--- config.mk ---
export PLATFORM = sky130hd
export DESIGN_NAME = mem_stage
export DESIGN_NICKNAME = d
export VERILOG_FILES = /design/src/rtl/mem_stage.sv
export SDC_FILE = /design/constraint.sdc
export NUM_CORES = 1
export LEC_CHECK = 0
export CELL_PAD_IN_SITES_DETAIL_PLACEMENT = 1
export CELL_PAD_IN_SITES_GLOBAL_PLACEMENT = 1
export CORE_MARGIN = 2
export CORE_UTILIZATION = 33
export DETAILED_ROUTE_END_ITERATION = 10
export PLACE_DENSITY_LB_ADDON = 0.1
export SLEW_MARGIN = 10
export SYNTH_ARGS = -nofsm -noshare
export SYNTH_HDL_FRONTEND = slang
export SYNTH_SLANG_ARGS = --single-unit
--- constraint.sdc ---
create_clock -name clk -period 1.8 [get_ports clk]
set_clock_uncertainty 0.05 [all_clocks]
set_input_delay 0.36 -clock clk [delete_from_list [all_inputs] [get_ports clk]]
set_output_delay 0.36 -clock clk [all_outputs]
set_load 0.01 [all_outputs]
--- src/rtl/mem_stage.sv ---
// MEM pipeline stage and MEM/WB register: ALU results pass through in one cycle,
// LW/SW run a req/ack access to data SRAM while holding upstream via stallreq_o.
module mem_stage #(
  parameter int unsigned DATA_W  = 16,
  parameter int unsigned REG_W   = 4,
  parameter logic [2:0]  OP_LW   = 3'b101,
  parameter logic [2:0]  OP_SW   = 3'b110,
  parameter int unsigned TIMEOUT = 15
) (
  input  logic              clk,
  input  logic              rst,
  input  logic [2:0]        aluop_i,
  input  logic              we_i,
  input  logic [REG_W-1:0]  waddr_i,
  input  logic [DATA_W-1:0] wdata_i,
  input  logic [DATA_W-1:0] sdata_i,
  input  logic              stall_i,
  input  logic              flush_i,
  output logic              we_o,
  output logic [REG_W-1:0]  waddr_o,
  output logic [DATA_W-1:0] wdata_o,
  output logic              stallreq_o,
  output logic              err_o,
  output logic              ram_req_o,
  output logic              ram_we_o,
  output logic [DATA_W-1:0] ram_addr_o,
  output logic [DATA_W-1:0] ram_wdata_o,
  input  logic              ram_ack_i,
  input  logic [DATA_W-1:0] ram_rdata_i
);

  localparam int unsigned CNT_W = $clog2(TIMEOUT + 1);

  typedef enum logic [1:0] {IDLE, ACCESS, DONE} state_t;

  state_t             state;
  logic [CNT_W-1:0]   cnt;
  logic               is_lw;
  logic               lat_we;
  logic [REG_W-1:0]   lat_waddr;
  logic               flushed;
  logic               aborted;
  logic [DATA_W-1:0]  result;
  logic               is_mem;

  assign is_mem = (aluop_i == OP_LW) || (aluop_i == OP_SW);

  // Hold upstream while a memory op is being issued or is in flight.
  assign stallreq_o = rst & (((state == IDLE) & is_mem & ~flush_i) | (state == ACCESS));

  always_ff @(posedge clk or negedge rst) begin
    if (!rst) begin
      state       <= IDLE;
      cnt         <= '0;
      is_lw       <= 1'b0;
      lat_we      <= 1'b0;
      lat_waddr   <= '0;
      flushed     <= 1'b0;
      aborted     <= 1'b0;
      result      <= '0;
      we_o        <= 1'b0;
      waddr_o     <= '0;
      wdata_o     <= '0;
      err_o       <= 1'b0;
      ram_req_o   <= 1'b0;
      ram_we_o    <= 1'b0;
      ram_addr_o  <= '0;
      ram_wdata_o <= '0;
    end else if (!stall_i) begin
      err_o <= 1'b0;
      case (state)
        IDLE: begin
          if (is_mem && !flush_i) begin
            state       <= ACCESS;
            ram_req_o   <= 1'b1;
            ram_we_o    <= (aluop_i == OP_SW);
            ram_addr_o  <= wdata_i;
            ram_wdata_o <= sdata_i;
            is_lw       <= (aluop_i == OP_LW);
            lat_we      <= we_i;
            lat_waddr   <= waddr_i;
            flushed     <= 1'b0;
            aborted     <= 1'b0;
            cnt         <= '0;
            we_o        <= 1'b0;
          end else begin
            we_o    <= we_i & ~flush_i;
            waddr_o <= waddr_i;
            wdata_o <= wdata_i;
          end
        end
        ACCESS: begin
          if (flush_i) flushed <= 1'b1;
          cnt <= cnt + CNT_W'(1);
          // An ack on the expiry cycle still completes the access normally.
          if (ram_ack_i) begin
            ram_req_o <= 1'b0;
            state     <= DONE;
            if (is_lw) result <= ram_rdata_i;
          end else if (cnt == CNT_W'(TIMEOUT - 1)) begin
            ram_req_o <= 1'b0;
            err_o     <= 1'b1;
            aborted   <= 1'b1;
            state     <= DONE;
          end
        end
        DONE: begin
          if (is_lw) begin
            we_o    <= lat_we & ~aborted & ~flushed & ~flush_i;
            waddr_o <= lat_waddr;
            wdata_o <= result;
          end else begin
            we_o <= 1'b0;
          end
          state <= IDLE;
        end
        default: state <= IDLE;
      endcase
    end
  end

endmodule

==> qor.csv, run 1 <==
metric,value,unit
outcome,"complete, but fails checks",
failing checks,negative setup slack,
antenna violations before repair,0,
layout cells sized above 1,38.31,%
"Slowest-stage cell, CP",or4b_4,
fin crit share,107.7,%
"CP delay by family, top",simple AND/OR/NAND/NOR gates,
DRT iter0 DRCs,94,
VDD IR-drop max,0.0006706,V
Yosys cell types,35,
drt first pass iters,4,
Net Switching,0.001986,W
power density over the cells,1226,mW/mm2
fillers,1101,
DIE AREA,0.01219,mm2
Flop pwr share,40.7,%
crit-path cells,or4b_4 -> nor3_4 -> buf_6 -> clkbuf_16 -> mux2_4,
hold_buf cts,0,
Crit path required time,1.96,ns
CP Launch Type,flop,
register bit total from synthesis,86,
top_reg_cell synth,dfrtp_1,
fin crit period,1.939,ns
"Core Util, Final",54.10,%
largest net degree at the start of global routing,87,
num ports,118,
# rows,38,
"Seq/Total Area, Yosys",57.58,%
multi-input logic area,0.001660,mm2
setup repair after global routing missed its margin,true,
CP Class,flop to flop,
Mapped Cells,257,
Core ar.,0.01094,mm2
max_cap viols,0,
CTS HTree Levels,3,
Leakage,2.571,nW
CTS sink count,86,
CP peak stage delay,0.56,ns
Syn Nets,320,
nets@finish,473,
Internal Power,0.005265,W
CTS tree,built,
gpl congestion,0.7697,
critical path peak fanout,6,
first-pass GRT wire length,16.90,mm
initial core utilization,34.18,%
die height,110.4,um
CP Capture Type,flop,
Critical Path AT,2.10,ns
antenna cells,0,
CP Buf/Inv Count,2,
Mean Syn Cell Area,14.54,um2
PnR Total Power,0.007251,W
FF-to-FF setup slack,-0.14,ns
clock tree root driver cell,clkbuf_16,
area grow syn2layout,58.29,%
Tightest Pin Transition,0.4695,ns
routed len/inst,18.50,um
Final Hold Viols,0,
worst setup margin,-0.1395,ns
Slew HR,68.70,%
"Remaining Overflow, GRT",0,
port bufs,117,
Chip Width,110.4,um
HPWL reported at the end of detailed placement,6.561,mm
Mapped Area,0.003737,mm2
yosys warns,0,
Post-synth EDFFs,0,
# setup viols final,38,
CTS Buf Count,9,
Vias,2667,
remaining routing DRC violations,0,
Post-DRT Antenna Nets,0,
post-DR vias/cell,4.805,
Finished Layout Cells,555,
Placed Cells,527,
clk slew on worst S/H paths,0.06,ns
Gate power share,35.1,%
hold crit path type,input port to asynchronous set/reset pin,
vias in the first global route,3085,
Skew-Pair Late Insertion Delay,0.33,ns
CTS Buffer Depth,2,
Switching Share,27.39,%
Slew Limit Fails,0,
Global Route Usage Sum,17.44,%
fmax,515.6,MHz
Clk network pwr share,24.2,%
Reg area,0.002153,mm2
Post-Route WL,10.27,mm
async set-or-reset flop fraction in the synthesized netlist,100.0,%
## cell type report
class	count	area share (%)
Sequential cell	86	36.40
Tap cell	140	2.961
Clock buffer	13	4.399
Inverter	7	0.4442
Multi-Input combinational cell	151	28.07
Clock inverter	3	0.3173
Timing Repair Buffer	155	27.41
## through the flow
| step | setup WS [ns] | setup TNS, ns | hold slack, ns | cell area (um2) |
|---|---|---|---|---|
| after floorplan | -0.04285 | -1.572 | 0.01441 | 3741 |
| after global placement | -0.5256 | -35.11 | 0.4212 | 5250 |
| after detailed placement | -0.5837 | -37.66 | 0.4360 | 5250 |
| after CTS | -0.2787 | -8.713 | 0.09688 | 5874 |
| after global routing | -0.1875 | -6.336 | 0.1104 | 5916 |
| final | -0.1395 | -4.501 | 0.06206 | 5916 |
## power by group through the flow
| stage | clock network, W | registers [W] | logic, W |
|---|---|---|---|
| detailed placement | 0 | 0.00297 | 0.00231 |
| floorplan | 0 | 0.00308 | 0.000866 |
| global route | 0.00190 | 0.00305 | 0.00273 |
| finish | 0.00175 | 0.00295 | 0.00254 |
| global placement | 0 | 0.00294 | 0.00227 |
| CTS | 0.00180 | 0.00295 | 0.00253 |
## final timing paths
kind / to / depth (start not counted) / startpoint
max reg2reg: lat_we / 5 / state[1]
min: ram_addr_o[9] / 2 / rst
min in group clk: err_o / 1 / err_o
max: lat_we / 5 / state[1]
min reg2reg: err_o / 1 / err_o
max in group asynchronous: state[0] / 2 / rst
## cell families (layout without fill, tap and decap cells)
family / count (synthesis) / after routing / synth area share [%]
flops: 86 / 86 / 57.58
compound gates: 28 / 28 / 4.754
fa+ha+maj: 2 / 2 / 0.6695
simple gates: 22 / 22 / 4.252
mux: 97 / 97 / 29.16
xor+xnor: 2 / 2 / 0.4688
buf+inv: 20 / 178 / 3.113
## cells in the final DEF (no fill, tap or decap), types with 2 or more instances in the layout
cell               n
a21oi_1            9
a31oi_1            3
and4b_1            2
buf_12             6
buf_16             3
buf_4             22
buf_6              7
clkbuf_1           2
clkbuf_16         10
clkbuf_8           2
clkdlybuf4s50_1  110
clkinv_2           2
dfrtp_1           85
dlygate4sd2_1      5
ha_1               2
inv_1              7
mux2_2            56
mux2_4            38
mux2i_1            2
nand3_1            2
nor2_1             2
nor2b_2            2
nor3_1             3
o211ai_1           3
o21ai_0            6
o221ai_1           2
## cells in the mapped netlist, types with 2 or more instances
cell / number / area share, %
a21oi_1: 9 / 1.2
a31oi_1: 3 / 0.50
and4b_1: 2 / 0.54
buf_2: 3 / 0.40
buf_4: 2 / 0.40
buf_6: 4 / 1.2
clkbuf_1: 4 / 0.40
dfrtp_1: 86 / 58
ha_1: 2 / 0.67
inv_1: 7 / 0.70
mux2_1: 4 / 1.2
mux2_2: 91 / 27
mux2i_1: 2 / 0.54
nand3_1: 2 / 0.27
nor2_1: 2 / 0.20
nor2b_1: 3 / 0.50
nor3_1: 3 / 0.40
nor4b_1: 2 / 0.47
o211ai_1: 3 / 0.60
o21ai_0: 7 / 0.94
o221ai_1: 2 / 0.47
## layer usage
metal	GRT usage [%]	vias to the layer above	routed length (um)
met2	29.16	61	5103
met5	0	-	0
met4	4.917	0	92
li1	-	1234	-
met1	22.68	1364	4622
met3	4.116	8	450
## timing repair
item	CTS	global route
cloned	4	1
endpoints found under the setup margin	59	62
pin swaps	4	3
buffers inserted	10	3
resized for setup	52	21
## state kept, by name, indices dropped and copies added (netlist names), 2 cells and up
signal	cells
result	16
lat_waddr	4
wdata_o	16
ram_addr_o	16
ram_wdata_o	16
cnt	4
state	2
waddr_o	4
Note: power is estimated with default switching activity, not from simulation.
==> inputs of run 2 (changes only) <==
--- a/config.mk
+++ b/config.mk
@@ -5,6 +5,7 @@
 export SDC_FILE = /design/constraint.sdc
 export NUM_CORES = 1
 export LEC_CHECK = 0
+export CAP_MARGIN = 20
 export CELL_PAD_IN_SITES_DETAIL_PLACEMENT = 1
 export CELL_PAD_IN_SITES_GLOBAL_PLACEMENT = 1
 export CORE_MARGIN = 2
==> results of run 2 <==
Same layout as run 1: the final DEF is identical, and so are final timing and power.
==> inputs of run 3 (changes only) <==
--- a/config.mk
+++ b/config.mk
@@ -11,6 +11,7 @@
 export CORE_MARGIN = 2
 export CORE_UTILIZATION = 33
 export DETAILED_ROUTE_END_ITERATION = 10
+export MAX_ROUTING_LAYER = met4
 export PLACE_DENSITY_LB_ADDON = 0.1
 export SLEW_MARGIN = 10
 export SYNTH_ARGS = -nofsm -noshare
==> qor.csv, run 3 (synthesized netlist as in run 1, its figures left out) <==
metric,value,unit
met3 Usage GRT,3.568,%
"Remaining Overflow, GRT",0,
clock tree root driver cell,clkbuf_16,
Flop pwr share,40.8,%
Worst R2R Start,state[1],
CP Launch Type,flop,
Hold Slack,0.07050,ns
gpl congestion,0.7801,
# rows,38,
"Most Used Layer, Global Route",met2,
"most common cell after layout, fill and taps aside",clkdlybuf4s50_1,
fin crit share,107.9,%
PnR Total Power,0.007247,W
routed len/inst,18.44,um
Leakage,2.571,nW
Tightest Pin Transition,0.4603,ns
CTS sink count,86,
CTS Buffer Depth,2,
Post-Route WL,10.23,mm
CTS HTree Levels,3,
nets@finish,473,
Switching Share,27.35,%
antenna violations before repair,0,
HPWL reported at the end of detailed placement,6.561,mm
failing checks,negative setup slack,
Chip Width,110.4,um
Worst Reg-to-Reg Cells,5,
drt first pass iters,4,
hold_buf cts,0,
grt met1 use,22.85,%
# setup viols final,38,
hold crit path type,input port to asynchronous set/reset pin,
met2 GRT Util,29.33,%
CTS tree,built,
fmax,515.1,MHz
layout cells sized above 1,38.31,%
setup repair after global routing missed its margin,true,
post-DR vias/cell,4.816,
worst r2r dst,lat_we,
clk slew on worst S/H paths,0.06,ns
num ports,118,
initial core utilization,34.18,%
remaining routing DRC violations,0,
outcome,"complete, but fails checks",
Skew-Pair Late Insertion Delay,0.33,ns
FF-to-FF setup slack,-0.14,ns
Clk network pwr share,24.1,%
Finished Cell Area,0.005916,mm2
DRT iter0 DRCs,108,
max_cap viols,0,
CTS Buf Count,9,
largest net degree at the start of global routing,87,
vias in the first global route,3087,
power density over the cells,1225,mW/mm2
VDD IR-drop max,0.0006711,V
"CP delay by family, top",simple AND/OR/NAND/NOR gates,
Final Hold Viols,0,
Internal Power,0.005265,W
Critical Path AT,2.10,ns
CP peak stage delay,0.56,ns
crit-path cells,or4b_4 -> nor3_4 -> buf_6 -> clkbuf_16 -> mux2_4,
DIE AREA,0.01219,mm2
Area after DPL,0.005250,mm2
port bufs,117,
CP Buf/Inv Count,2,
Post-DRT Antenna Nets,0,
Slew Limit Fails,0,
most frequent cells in the layout,"clkdlybuf4s50_1, dfrtp_1, mux2_2",
fin crit period,1.941,ns
CP Capture Type,flop,
antenna cells,0,
Gate power share,35.1,%
Global Route Usage Sum,17.94,%
worst setup margin,-0.1414,ns
Crit path required time,1.96,ns
first-pass GRT wire length,16.89,mm
critical path peak fanout,6,
Net Switching,0.001982,W
CP Class,flop to flop,
area grow syn2layout,58.29,%
Core ar.,0.01094,mm2
Vias,2673,
"Slowest-stage cell, CP",or4b_4,
die height,110.4,um
Slew HR,69.32,%
-- run 3: cell counts in the layout (fill, tap and decap cells not counted) --
No cell type changed its count.
-- run 3: per-stage QoR --
stage | setup TNS, ns | worst slack [ns] | cells | utilization [%]
after floorplan | -1.572 | -0.04285 | 257 | -
after global placement | -35.11 | -0.5256 | 527 | 48.01
after detailed placement | -37.66 | -0.5837 | 527 | 48.01
after CTS | -8.713 | -0.2787 | 556 | 53.72
after global routing | -6.354 | -0.1875 | 555 | 54.10
final | -4.579 | -0.1414 | 555 | 54.10
-- run 3: worst max path at each step --
stage / cells past startpoint / from / slack [ns] / to
4_1_cts: 7 / state[1] / -0.28 / ram_addr_o[0]
6_report: 5 / state[1] / -0.14 / lat_we
5_1_grt: 5 / state[1] / -0.19 / lat_waddr[1]
3_5_place_dp: 5 / flush_i / -0.58 / stallreq_o
2_1_floorplan: 4 / state[1] / -0.04 / lat_waddr[0]
3_3_place_gp: 5 / aluop_i[2] / -0.53 / ram_addr_o[12]
-- run 3: cell type report --
type	count	area [um2]
fill	1101	5020
sequential	86	2153
multi-input combinational	151	1660
timing repair buffer	155	1622
clock buffer	13	260.3
tap	140	175.2
inverter	7	26.28
clock inverter	3	18.77
-- run 3: routing by layer --
layer	up-vias	wire length, um
met5	-	0
met4	0	100
met3	8	373
met2	59	5087
met1	1369	4671
li1	1237	-
-- run 3: power by group through the flow --
stage          clock [W]  combinational [W]  sequential [W]
3_5_place_dp           0            0.00231         0.00297
5_1_grt          0.00190            0.00273         0.00305
6_report         0.00175            0.00254         0.00295
2_1_floorplan          0           0.000866         0.00308
3_3_place_gp           0            0.00227         0.00294
4_1_cts          0.00180            0.00253         0.00295
-- run 3: what timing repair did --
item	4_1_cts	5_1_grt
gates resized for setup	52	21
pin swaps	4	3
setup endpoints to repair	59	62
gates cloned	4	1
buffers inserted	10	3
==> RTL edit, RTL diff (settings of run 3) <==
Encoding of `state_t`: now one-hot (3 bits for 3 states).
--- a/src/rtl/mem_stage.sv
+++ b/src/rtl/mem_stage.sv
@@ -31,7 +31,7 @@
 
   localparam int unsigned CNT_W = $clog2(TIMEOUT + 1);
 
-  typedef enum logic [1:0] {IDLE, ACCESS, DONE} state_t;
+  typedef enum logic [2:0] {IDLE = 3'b001, ACCESS = 3'b010, DONE = 3'b100} state_t;
 
   state_t             state;
   logic [CNT_W-1:0]   cnt;
Behaviour: no difference found for any inputs over 4 cycles, from zero or initial values and one cycle with rst low; so few cycles prove little.
==> RTL edit against run 3 <==
  * The run ends with design-rule violations, negative setup slack left
  * Final area increased by 4.0%
  * Routed wire length increased by 3.0%
  * Setup slack got worse by 100 ps
  * Total power is 0.26% higher
  * Sequential cell count is 1 higher
  * Area after synthesis increased by 4.9%
  * Largest cell class unchanged
  * Global-route usage is 0.30 points lower
==> RTL edit: results (changes against run 3) <==
| Metric | Value |
|---|---|
| Vias | `2696 (+0.86%)` |
| Area after DPL | `5440 um^2 (+3.6%)` |
| Setup Viol. Count Final | `66 (+74%)` |
| Wire per inst | `18.6 um (+1.1%)` |
| Vias in the first global route | `3003 (-2.7%)` |
| GRT Overall Usage | `17.6% (-0.30 points)` |
| Peak VDD IR | `0.537 mV (-20%)` |
| Fin worst setup slack | `-243 ps (-102 ps)` |
| Failing checks | `design-rule violations, negative setup slack` |
| Post-Synth XOR/XNOR Area | `0.702% (+0.23 points)` |
| Synth Area in Adders | `0.639% (-0.031 points)` |
| CTS resizes | `30 (-42%)` |
| Routed wire length | `10500 um (+3.0%)` |
| Final setup TNS | `-13150 ps (-8570 ps)` |
| Peak fanout along the critical path | `10 (+4)` |
| DRC | `3 (+3)` |
| First-pass GRT wire length | `16400 um (-3.0%)` |
| LEAKAGE | `2.72 nW (+5.7%)` |
| Synth Area per Inst | `15.0 um^2 (+3.2%)` |
| Pin count of the biggest net entering global routing | `45 (-48%)` |
| DRT Pass-1 Iters | `9 (+5)` |
| Synth area leaders | `dfrtp_1 55%, mux2_2 18%, mux2_4 11%` |
| Compound-Gate Fraction of Synth Area | `3.86% (-0.89 points)` |
| Mux contribution to synthesized area | `29.9% (+0.69 points)` |
| Hold_buf cts | `1 (+1)` |
| Register area share after synthesis | `55.6% (-2.0 points)` |
| Worst r2r path cells | `7 (+2)` |
| Core Region | `11500 um^2 (+5.3%)` |
| Status | `finished, violations left` |
| Slowest CP cell | `dfstp_2` |
| Top post-synthesis cells by count | `86 x dfrtp_1, 63 x mux2_2, 30 x mux2_4, 8 x inv_1` |
| Share of cells above drive strength 1 | `39.6% (+1.3 points)` |
| Slowest stage delay, CP | `540 ps (-20 ps)` |
## RTL edit: cell families (layout without fill, tap and decap cells)
group,after synthesis,in the layout
DFF,87,87
xor gates and xnor gates,1,1
muxes,94,94
and+or+nand+nor,34,34
adders and majority gates,2,2
AOI/OAI and AO/OA,22,22
buffers and inverters,21,182
## RTL edit: power by group through the flow
stage               logic [W]  clock network (W)  registers [W]
CTS                   0.00229            0.00227        0.00279
floorplan            0.000781                  0        0.00296
global route          0.00242            0.00235        0.00286
global placement      0.00218                  0        0.00278
finish                0.00227            0.00221        0.00278
detailed placement    0.00222                  0        0.00281
## RTL edit: area by class of cell
cell class              count  area (um^2)
inverters                   8         30.0
clock inverters             6          115
fillers                  1125         5360
repair buffers            158         1680
multi-input cells         153         1730
clock buffers              10          239
well taps                 143          179
flip-flops and latches     87         2180
## RTL edit: routing by layer
layer	track usage [%]	up-vias	part of all wire [%]
met3	4.18	12	4.5
met1	22.0	1358	45
li1	-	1253	-
met5	-	-	0
met2	27.7	73	49
met4	7.56	0	1.8
